==> config.mk <==
export PLATFORM = sky130hd
export DESIGN_NAME = store_buffer
export DESIGN_NICKNAME = d
export VERILOG_FILES = /design/src/rtl/store_buffer.sv
export SDC_FILE = /design/constraint.sdc
export NUM_CORES = 1
export LEC_CHECK = 0
export ABC_CLOCK_PERIOD_IN_PS = 4500
export BUFFER_PORTS_ARGS = -buffer_cell sky130_fd_sc_hd__buf_2
export CORE_MARGIN = 3
export CORE_UTILIZATION = 30
export CTS_CLUSTER_DIAMETER = 60
export CTS_CLUSTER_SIZE = 12
export DETAILED_ROUTE_END_ITERATION = 8
export PLACE_DENSITY = 0.5
export SYNTH_ARGS = -nofsm -noshare
export SYNTH_HDL_FRONTEND = slang
export SYNTH_SLANG_ARGS = --single-unit
==> constraint.sdc <==
create_clock -name clk -period 4.5 [get_ports clk]
set_input_delay 0.9 -clock clk [delete_from_list [all_inputs] [get_ports clk]]
set_output_delay 0.9 -clock clk [all_outputs]
set_load 0.01 [all_outputs]
==> src/rtl/store_buffer.sv <==
// store_buffer: posted-write buffer between the core's data-memory store port
// and a slower data memory with a valid/ready write interface.
//
// Stores are pushed in core issue order and drained oldest-first. A load
// lookup (rd_adr) is answered combinationally from any occupied entry with the
// same word address; the youngest such entry wins. When the buffer is full the
// core is stalled, and that stall depends only on registered state.
module store_buffer #(
    parameter int DEPTH = 4,
    parameter int AW    = 32,
    parameter int DW    = 32
) (
    input  logic                       clk,
    input  logic                       reset,
    input  logic                       memwrite,
    input  logic [AW-1:0]              dataadr,
    input  logic [DW-1:0]              writedata,
    input  logic [AW-1:0]              rd_adr,
    output logic                       rd_hit,
    output logic [DW-1:0]              rd_data,
    output logic                       stall,
    output logic                       mem_valid,
    input  logic                       mem_ready,
    output logic [AW-1:0]              mem_adr,
    output logic [DW-1:0]              mem_wdata,
    output logic [$clog2(DEPTH):0]     count,
    output logic                       empty
);

    localparam int PW = $clog2(DEPTH);
    localparam int CW = PW + 1;

    localparam logic [PW-1:0] PTR_ONE  = PW'(1);
    localparam logic [CW-1:0] CNT_ONE  = CW'(1);
    localparam logic [CW-1:0] CNT_ZERO = '0;
    localparam logic [CW-1:0] CNT_FULL = CW'(DEPTH);

    // Entry storage and bookkeeping
    logic [AW-1:0] adr_q  [DEPTH];
    logic [DW-1:0] data_q [DEPTH];
    logic [DEPTH-1:0] vld_q;
    logic [PW-1:0] head_q;
    logic [PW-1:0] tail_q;
    logic [CW-1:0] count_q;

    logic push;
    logic pop;

    // Byte-offset bits of the load address take no part in the word compare.
    logic unused_rd_offset;
    assign unused_rd_offset = ^rd_adr[1:0];

    // Status and handshake derived purely from registered state.
    assign empty     = (count_q == CNT_ZERO);
    assign stall     = (count_q == CNT_FULL);
    assign count     = count_q;
    assign mem_valid = !empty;

    // A full buffer refuses the store even if memory drains this same cycle;
    // the core simply re-presents it next cycle.
    assign push = memwrite && !stall;
    assign pop  = mem_valid && mem_ready;

    // Head entry is presented to memory; forced to zero while empty so stale
    // entry contents never show on the memory port.
    assign mem_adr   = empty ? '0 : adr_q[head_q];
    assign mem_wdata = empty ? '0 : data_q[head_q];

    // Pointer, count and valid-bit update; reset discards all pending stores.
    always_ff @(posedge clk) begin
        if (reset) begin
            head_q  <= '0;
            tail_q  <= '0;
            count_q <= '0;
            vld_q   <= '0;
        end else begin
            // NOTE: state uses non-blocking assignments so every register
            // samples pre-edge values, independent of statement order.
            if (pop) begin
                vld_q[head_q] <= 1'b0;
                head_q        <= head_q + PTR_ONE;
            end
            // push and pop never target the same slot: equal pointers only
            // occur when empty (no pop) or full (no push).
            if (push) begin
                vld_q[tail_q] <= 1'b1;
                tail_q        <= tail_q + PTR_ONE;
            end
            case ({push, pop})
                2'b10:   count_q <= count_q + CNT_ONE;
                2'b01:   count_q <= count_q - CNT_ONE;
                default: count_q <= count_q;
            endcase
        end
    end

    // Entry payload write on push.
    // NOTE: the payload array has no reset; occupancy is tracked by vld_q and
    // count_q, so reset values here would cost logic without changing behaviour.
    always_ff @(posedge clk) begin
        if (push) begin
            adr_q[tail_q]  <= dataadr;
            data_q[tail_q] <= writedata;
        end
    end

    // Forwarding lookup: walk entries from oldest to youngest so the last
    // matching occupied entry (nearest the tail) supplies the data.
    always_comb begin
        logic [PW-1:0] idx;
        // NOTE: every output gets a default before the loop; without it a
        // no-hit path would leave rd_hit/rd_data unassigned and infer a latch.
        rd_hit  = 1'b0;
        rd_data = '0;
        idx     = '0;
        for (int i = 0; i < DEPTH; i++) begin
            idx = head_q + PW'(i);
            if (vld_q[idx] && (adr_q[idx][AW-1:2] == rd_adr[AW-1:2])) begin
                rd_hit  = 1'b1;
                rd_data = data_q[idx];
            end
        end
    end

endmodule

After elaboration in Yosys (flattened, before gate mapping)
Memory sizes are Yosys's and may differ from the RTL's. A register that Yosys moved wholly into a read port is not among the register bits.
Index checks and enable logic that the tools add are counted.
{ "classes": {"reduce_logical": 12, "n_addsub": 6, "eq_ne": 7, "bitwise_logic": 3, "n_mux": 32, "magnitude_cmp": 7} }
{ "op_table": {"columns": ["op", "count"], "rows": [
  ["32-bit two-way mux", 6],
  ["30-bit equality test", 4],
  ["2-bit by 3-bit < comparator with 1-bit output, second input constant", 5],
  ["1-bit two-way mux", 12],
  ["4-bit two-way mux", 3],
  ["1-bit binary-select mux with 2-bit select", 4],
  ["1-bit logical AND", 8],
  ["2-bit two-way mux", 4],
  ["3-bit case mux with 2 select lines", 1],
  ["2-bit by 1-bit adder with 2-bit output, second input constant", 2],
  ["2-bit adder, second input constant", 2],
  ["4-bit bitwise AND", 1],
  ["1-bit demux with 2-bit select", 2],
  ["2-bit by 1-bit >= comparator with 1-bit output, second input constant", 2],
  ["4-bit NOT", 1],
  ["4-bit OR", 1],
  ["3-bit by 1-bit adder with 3-bit output, second input constant", 1],
  ["3-bit equality test, second input constant", 1],
  ["3-bit logical NOT", 1],
  ["3-bit by 1-bit subtractor with 3-bit output, second input constant", 1],
  ["2-bit by 1-bit equality test with 1-bit output, second input constant", 1],
  ["2-bit equality test, second input constant", 1],
  ["1-bit logical NOT", 2],
  ["2-bit nonzero test", 1]
]} }
{ "word_totals": {"ff_bits": 11, "ram_bits": 256, "n_memories": 2, "wordCells": 73, "input_bits": 100} }
{ "mem_list": {"columns": ["name", "depth", "width", "read_ports", "rd_ports_with_merged_regs", "wr", "line", "source"], "rows": [
  ["adr_q", 4, 32, 4, 1, 1, "39", "logic [AW-1:0] adr_q [DEPTH];"],
  ["data_q", 4, 32, 4, 1, 1, "40", "logic [DW-1:0] data_q [DEPTH];"]
]} }

Logic depth before layout (Yosys ltp)
Gate-level depths: netlist of the first run.
{ "depth": {"ltp_word": 10, "depth_mapped": 19, "ltp_nobuf": 10} }

Worst setup path after synthesis of the first run
OpenSTA, ideal clock, no wires.
{ "synth_timing": {"kind": "flip-flop to output port", "startpoint": "register head_q[0]", "endpoint": "output port rd_data[10]", "t_required_ns": 3.600, "arrival_ns": 3.719, "setup_slack_ns": -0.119, "stages_incl_launch_ff": 15, "cell_sequence": "dfxtp_1 buf_6 buf_12 buf_8 buf_6 inv_1 ha_1 buf_4 buf_4 buf_4 buf_2 buf_1 mux4_2 a221oi_1 o22ai_1"} }
{ "synth_via": {"elab_chain_cells": 7} }
{ "synth_lines": {"columns": ["element", "line", "source"], "rows": [
  ["from (decl)", "42", "logic [PW-1:0] head_q;"],
  ["from (signal assigned)", "81", "head_q <= head_q + PTR_ONE;"],
  ["2-bit by 1-bit adder with 2-bit output or 1-bit binary-select mux with 2-bit select (tied branches)", "117, 118", null],
  ["memory read 4 x 32 bit, or another cell as far along", null, null],
  ["30-bit equality test, or another cell as far along", "118", "if (vld_q[idx] && (adr_q[idx][AW-1:2] == rd_adr[AW-1:2])) begin"],
  ["1-bit logical AND or 32-bit two-way mux (tied branches)", "118", null],
  ["32-bit two-way mux (2 in series)", "118", null],
  ["32-bit two-way mux (*)", "118", null],
  ["to (decl)", "20", "output logic [DW-1:0] rd_data,"]
]} }
Every way passes the cells marked *; elsewhere a longest branch is shown, timed or not. The select of a mux whose other input is x is not followed.

Final worst setup path of the first run
{ "layout_timing": {"startpoint": "register head_q[1]", "endpoint": "output port rd_data[3]"} }
The elaborated chain is that of the path after synthesis.

==> metrics.txt, run 1 <==
fin cells=2,304; Fin. Hold Viols=0; global placement routability congestion=between 0.9 and 1; critical path depth=15; routed vias=between 10,000 and 15,000; Starting Density=0.306; Slew Viols, Final=0; Yosys warnings=0; most used cell, CP=buf_12; Worst Clk Skew=between 0.02 and 0.025 ns; CP max-delay cell=mux4_2; Post-synth ARST share=0; drt first pass iters=5; fillers=roughly 5,400; H-tree depth=2; Top delay family on crit path=buffers and inverters; antenna-violating nets left=0; I/O Buffers=200; Ports=203; synth top area cells=edfxtp_1 (43%), mux4_2 (23%), mux2i_1 (6.1%); Layout Nets=1,619; detailed placement HPWL=about 40 mm; setup tns final=-10.12 ns; area leader, netlist=edfxtp_1; failing checks=negative setup slack; largest net degree at the start of global routing=49; Root Buffer=clkbuf_16; post-cts hold buffer count=0; number of synthesized flops with an enable pin=256; top cell type's share of synthesized area=0.431; Final WS setup=-0.356 ns; die height=between 200 and 250 um; Netlist cell types=69; vias in the first global route=about 13,000; pre-CTS setup slack=-0.0579 ns; dpl cell area=between 20,000 and 25,000 um^2; Gate Count Post-Synth=between 1,000 and 1,500; most used flip-flop cell after synthesis=edfxtp_1; Area Overhead vs Synth=25.1%; Worst setup SP type=register; Comb power frac=0.533; Mapped Nets=between 1,000 and 1,500; WP data arrival=~4 ns; Hold WS=around 0.52 ns; TritonCTS clock tree=yes; hold depth=2; Clk Latency, worst-skew pair=about 0.56 ns; Worst setup EP type=output port; Worst R2R Path Depth=8; share of cells above drive strength 1=0.434; first-pass GRT wire length=87.8 mm; clock slew at reported path FFs=around 0.050 ns; sw frac=0.378; clock network power share=0.214; cell area after layout=about 22,000 um^2; Final min period=between 4 and 5 ns; unrepaired setup endpoints after global routing=yes; initial antenna violation count=13; multi-input logic area=9450 um^2; Post-Syn Area=between 15,000 and 20,000 um^2; routed vias/inst=between 5 and 6; syn avg cell area=about 14 um^2; CP Max Fanout=13; dpl cells=roughly 2,200; Post-Route WL=a little over 60 mm; Tot GR Track Use=0.189; most common cell after layout, fill and taps aside=edfxtp_1; DR iter-0 viols=between 1,000 and 1,500; WL/cell=26.5 um; number of clock sinks=approximately 270; internal power component=approximately 8.0 mW; outcome=finished with violations; commonest non-fill, non-tap cells in the layout=edfxtp_1 (256), buf_2 (197), mux4_2 (181), mux2i_1 (106), buf_4 (83); Core Rows=~90; worst path required time=around 3.6 ns; final period utilization=1.08; crit path cell chain=clkinv_4 -> ha_4 -> buf_12 -> mux4_2 -> xnor2_4 -> nand4_1 -> a2111oi_2 -> and4b_2 -> buf_6 -> a211oi_4 -> buf_12 -> buf_12 -> a221oi_4 -> o22ai_2 -> buf_2; register bit total from synthesis=269; Max rail drop VDD=between 0.0003 and 0.0004 V; CP Buf/Inv Count=6; DRC=0; Clock Tree Buf Depth=3; Die X=around 250 um; Fmax=just over 0.2 GHz; Worst slew margin=0.435; post-synthesis sequential area ratio=0.446; Reg power frac=0.253; total power=12.9 mW; kind of critical path=register to output port; Num CTS Buffers=36; crit-path max cell delay=0.56 ns; worst slew pin tran=approximately 0.85 ns; Leak=7.58 nW; Core Util, Final=0.383; CORE AREA=~58,000 um^2; register area=roughly 8000 um^2; P_sw=around 4.9 mW; Hold Crit Class=register to register; die footprint=about 62,000 um^2; final setup vio count=33; max cap viols=0; grt ovf=0; Power Density=a little under 600 nW/um^2
## routing by layer
layer | wire length, um | share of wire | up-vias | GRT usage
li1 | - | - | 5621 | -
met1 | 24900 | 0.41 | 6671 | 0.240
met2 | 29600 | 0.49 | 528 | 0.312
met3 | 4680 | 0.076 | 115 | 0.0488
met4 | 1850 | 0.030 | 14 | 0.0665
met5 | 81 | 0.0013 | - | 0
## state kept, by name, summed over array words and instances (netlist names), named ones only
signal / flops
vld_q: 4
tail_q: 2
data_q: 128
adr_q: 128
count: 3
head_q: 2
## cell families (layout without fill, tap and decap cells)
group / count (synthesis) / after routing / synth area share
muxes: 314 / 314 / 0.308
DFF: 269 / 269 / 0.446
other: 0 / 5 / 0
buffers and inverters: 169 / 443 / 0.0518
and+or+nand+nor: 194 / 194 / 0.0574
xor gates and xnor gates: 101 / 101 / 0.0496
adders and majority gates: 10 / 10 / 0.00744
AOI/OAI and AO/OA: 203 / 203 / 0.0806
## worst min-delay path, cell delays in order (launching register included)
cell and delay, ns:
dfxtp_1 0.33, o21ai_0 0.08, a21oi_1 0.06
## cells in the mapped netlist (6+ instances only)
library cell	n
ha_1	9
edfxtp_1	256
mux2i_1	108
nand2_1	40
nand4_1	20
nor3_1	10
xor2_1	24
o211ai_1	11
a22oi_1	8
a21oi_1	18
a221oi_1	37
o22ai_1	41
xnor2_1	77
nor2_1	42
o21ai_0	24
buf_1	13
mux2_2	21
and3_1	8
buf_6	15
buf_2	22
and2_1	55
a31oi_1	7
o21ai_1	18
o2111ai_1	6
mux4_2	181
inv_1	49
dfxtp_1	13
buf_4	18
clkbuf_1	42
## cell type report
| class | instances | area share |
|---|---|---|
| Multi-Input combinational cell | 822 | 0.423 |
| Sequential cell | 269 | 0.357 |
| Timing Repair Buffer | 328 | 0.116 |
| Tap cell | 765 | 0.0429 |
| Clock buffer | 41 | 0.0422 |
| Inverter | 52 | 0.00908 |
| Clock inverter | 22 | 0.00891 |
| Antenna cell | 5 | 0.000561 |
## final timing paths
check,from,end,slack [ns]
max,head_q[1]$_SDFFE_PP0P_,rd_data[3],-0.36
min,count[2]$_SDFFE_PP0P_,count[2]$_SDFFE_PP0P_,0.52
max reg2reg,count[0]$_SDFFE_PP0P_,count[2]$_SDFFE_PP0P_,1.56
min reg2reg,count[2]$_SDFFE_PP0P_,count[2]$_SDFFE_PP0P_,0.52
## timing repair
item | in CTS | in global routing
cloned | 9 | 2
endpoints found under the setup margin | 33 | 33
resized for setup | 62 | 42
setup buffers | 11 | 18
endpoints found under the hold margin | 0 | 0
pin swaps | 27 | 13
## power by group through the flow
stage / Combinational [mW] / Clock, mW / Sequential [mW]
3_3_place_gp: 6.32 / 0 / 3.32
4_1_cts: 6.69 / 2.84 / 3.28
2_1_floorplan: 4.60 / 0 / 3.23
3_5_place_dp: 6.34 / 0 / 3.33
5_1_grt: 7.35 / 2.95 / 3.30
6_report: 6.89 / 2.76 / 3.27
Note: power is estimated with default switching activity, not from simulation.
==> run 2: changes to the inputs <==
Settings changed: BUFFER_PORTS_ARGS -buffer_cell sky130_fd_sc_hd__buf_2 to -buffer_cell sky130_fd_sc_hd__buf_4.
==> metrics.txt, run 2 (synthesis results as in run 1) <==
final setup vio count=33 (unchanged); pre-CTS setup slack=-0.0378 ns (was -0.0579 ns); CP Max Fanout=8 (was 13); Starting Density=0.306 (unchanged); Ports=203 (unchanged); sw frac=0.376 (was 0.378); critical path startpoint=head_q[1]$_SDFFE_PP0P_ (unchanged); DR iter-0 viols=1,153 (was 1,115); TritonCTS clock tree=yes (unchanged); crit path cell chain=clkinv_4 -> ha_4 -> buf_12 -> buf_6 -> mux4_2 -> xnor2_2 -> nand4_1 -> nor2_2 -> and4b_2 -> buf_6 -> a211oi_4 -> buf_4 -> a221oi_2 -> o22ai_2 -> buf_4 (was clkinv_4 -> ha_4 -> buf_12 -> mux4_2 -> xnor2_4 -> nand4_1 -> a2111oi_2 -> and4b_2 -> buf_6 -> a211oi_4 -> buf_12 -> buf_12 -> a221oi_4 -> o22ai_2 -> buf_2); Worst setup EP type=output port (unchanged); Post-Route WL=62.5 mm (was 61.1 mm); outcome=finished with violations (unchanged); post-cts hold buffer count=0 (unchanged); Root Buffer=clkbuf_16 (unchanged); initial antenna violation count=3 (was 13); antenna-violating nets left=0 (unchanged); final period utilization=1.09 (was 1.08); Worst slew margin=0.439 (was 0.435); first-pass GRT wire length=89.3 mm (was 87.8 mm); Final WS setup=-0.390 ns (was -0.356 ns); grt ovf=0 (unchanged); Reg power frac=0.248 (was 0.253); crit-path max cell delay=0.51 ns (was 0.56 ns); global placement routability congestion=0.899 (was 0.920); Worst Clk Skew=0.0223 ns (was 0.0204 ns); internal power component=8.18 mW (was 8.04 mW); die height=250 um (unchanged); Comb power frac=0.533 (about the same); Die X=250 um (unchanged); Hold Crit Class=input port to register (was register to register); Num CTS Buffers=35 (was 36); biggest regs=adr_q: 128 flops, data_q: 128 flops, vld_q: 4 flops (unchanged); Final min period=4.89 ns (was 4.86 ns); drt first pass iters=6 (was 5); Hold WS=0.526 ns (was 0.519 ns); most common cell after layout, fill and taps aside=buf_4 (was edfxtp_1); CP Buf/Inv Count=6 (unchanged); fillers=5,422 (was 5,428); largest net degree at the start of global routing=55 (was 49); max cap viols=0 (unchanged); Slew Viols, Final=0 (unchanged); worst slew pin tran=0.842 ns (was 0.848 ns); Area Overhead vs Synth=25.7% (was 25.1%); Clk Latency, worst-skew pair=0.57 ns (was 0.56 ns); Power Density=585 nW/um^2 (was 579 nW/um^2); CORE AREA=58,200 um^2 (unchanged); share of cells above drive strength 1=0.422 (was 0.434); WL/cell=27.5 um (was 26.5 um); failing checks=negative setup slack (unchanged); Tot GR Track Use=0.192 (was 0.189); die footprint=62,400 um^2 (unchanged); Layout Nets=1,592 (was 1,619); worst path required time=3.60 ns (about the same); Worst setup SP type=register (unchanged); number of clock sinks=269 (unchanged); Max rail drop VDD=0.000483 V (was 0.000318 V); H-tree depth=2 (unchanged); Core Rows=88 (unchanged); CP max-delay cell=mux4_2 (unchanged); unrepaired setup endpoints after global routing=yes (unchanged); I/O Buffers=200 (unchanged); Fin. Hold Viols=0 (unchanged); P_sw=4.93 mW (was 4.89 mW); Fmax=0.205 GHz (was 0.206 GHz); Top delay family on crit path=buffers and inverters (unchanged); detailed placement HPWL=40.8 mm (was 40.1 mm); vias in the first global route=13,100 (about the same); worst r2r src=count[1]$_SDFFE_PP0P_ (was count[0]$_SDFFE_PP0P_); Clock Tree Buf Depth=3 (unchanged); kind of critical path=register to output port (unchanged); hold wc startpoint=writedata[14] (was count[2]$_SDFFE_PP0P_); WP data arrival=3.99 ns (was 3.96 ns); DRC=0 (unchanged); clock network power share=0.219 (was 0.214); routed vias/inst=5.66 (was 5.62); commonest non-fill, non-tap cells in the layout=buf_4 (263), edfxtp_1 (256), mux4_2 (181), mux2i_1 (107), xnor2_1 (69) (was edfxtp_1 (256), buf_2 (197), mux4_2 (181), mux2i_1 (106), buf_4 (83)); routed vias=12,900 (about the same); Leak=7.49 nW (was 7.58 nW); clock slew at reported path FFs=0.06 ns (was 0.05 ns)
-- run 2: worst paths after layout --
check	slack (ns)	depth (start not counted)	endpoint
setup / recovery	-0.39	15	rd_data[14]
hold / removal	0.53	1	data_q[1][14]$_DFFE_PP_
setup reg to reg	1.50	8	count[2]$_SDFFE_PP0P_
hold reg to reg	0.53	2	count[2]$_SDFFE_PP0P_
-- run 2: routing by layer --
layer  routed length [um]  part of all wire  vias up  GRT usage
met4                 1760             0.028        2     0.0594
met2                30400              0.49      467      0.317
met1                26000              0.42     6748      0.252
met5                   17           0.00027        -          0
li1                     -                 -     5554          -
met3                 4340             0.069       99     0.0441
-- run 2: power by group through the flow --
stage / Clock [mW] / Sequential, mW / Combinational, mW
finish: 2.87 / 3.25 / 6.99
global route: 3.04 / 3.28 / 7.45
CTS: 2.94 / 3.25 / 6.87
detailed placement: 0 / 3.35 / 6.51
global placement: 0 / 3.33 / 6.49
floorplan: 0 / 3.23 / 4.60
-- run 2: layout make-up --
class	instances	area, um^2	share of cell area
Multi-Input combinational cell	822	9420	0.420
Sequential cell	269	7960	0.355
Timing Repair Buffer	302	2710	0.121
Tap cell	765	957	0.0427
Clock buffer	42	902	0.0402
Clock inverter	19	262	0.0117
Inverter	52	200	0.00893
Antenna cell	3	7.51	0.000335
-- run 2: stage by stage --
step	area [um^2]	instances	util	setup TNS, ns	power, mW
final	22400	2274	0.385	-11.60	13.1
after global routing	22400	2272	0.385	-15.97	13.8
after CTS	22100	2264	0.379	-13.41	13.1
after detailed placement	20400	2187	0.350	-0.0463	9.86
after global placement	20400	2187	0.350	-0.0232	9.82
after floorplan	17800	1260	-	0	7.84
-- run 2: repair_timing --
action,CTS,global route
gates cloned,5,5
resized for setup,51,40
pin swaps,10,13
endpoints found under the setup margin,33,33
setup buffers,11,3
-- run 2: worst reg2reg max path: stages (launching register included) --
cell	delay, ns
dfxtp_1	0.39
or3_2	0.68
and2_1	0.52
ha_1	0.28
inv_1	0.06
fa_1	0.37
xor2_1	0.16
or3_1	0.31
a21oi_1	0.16
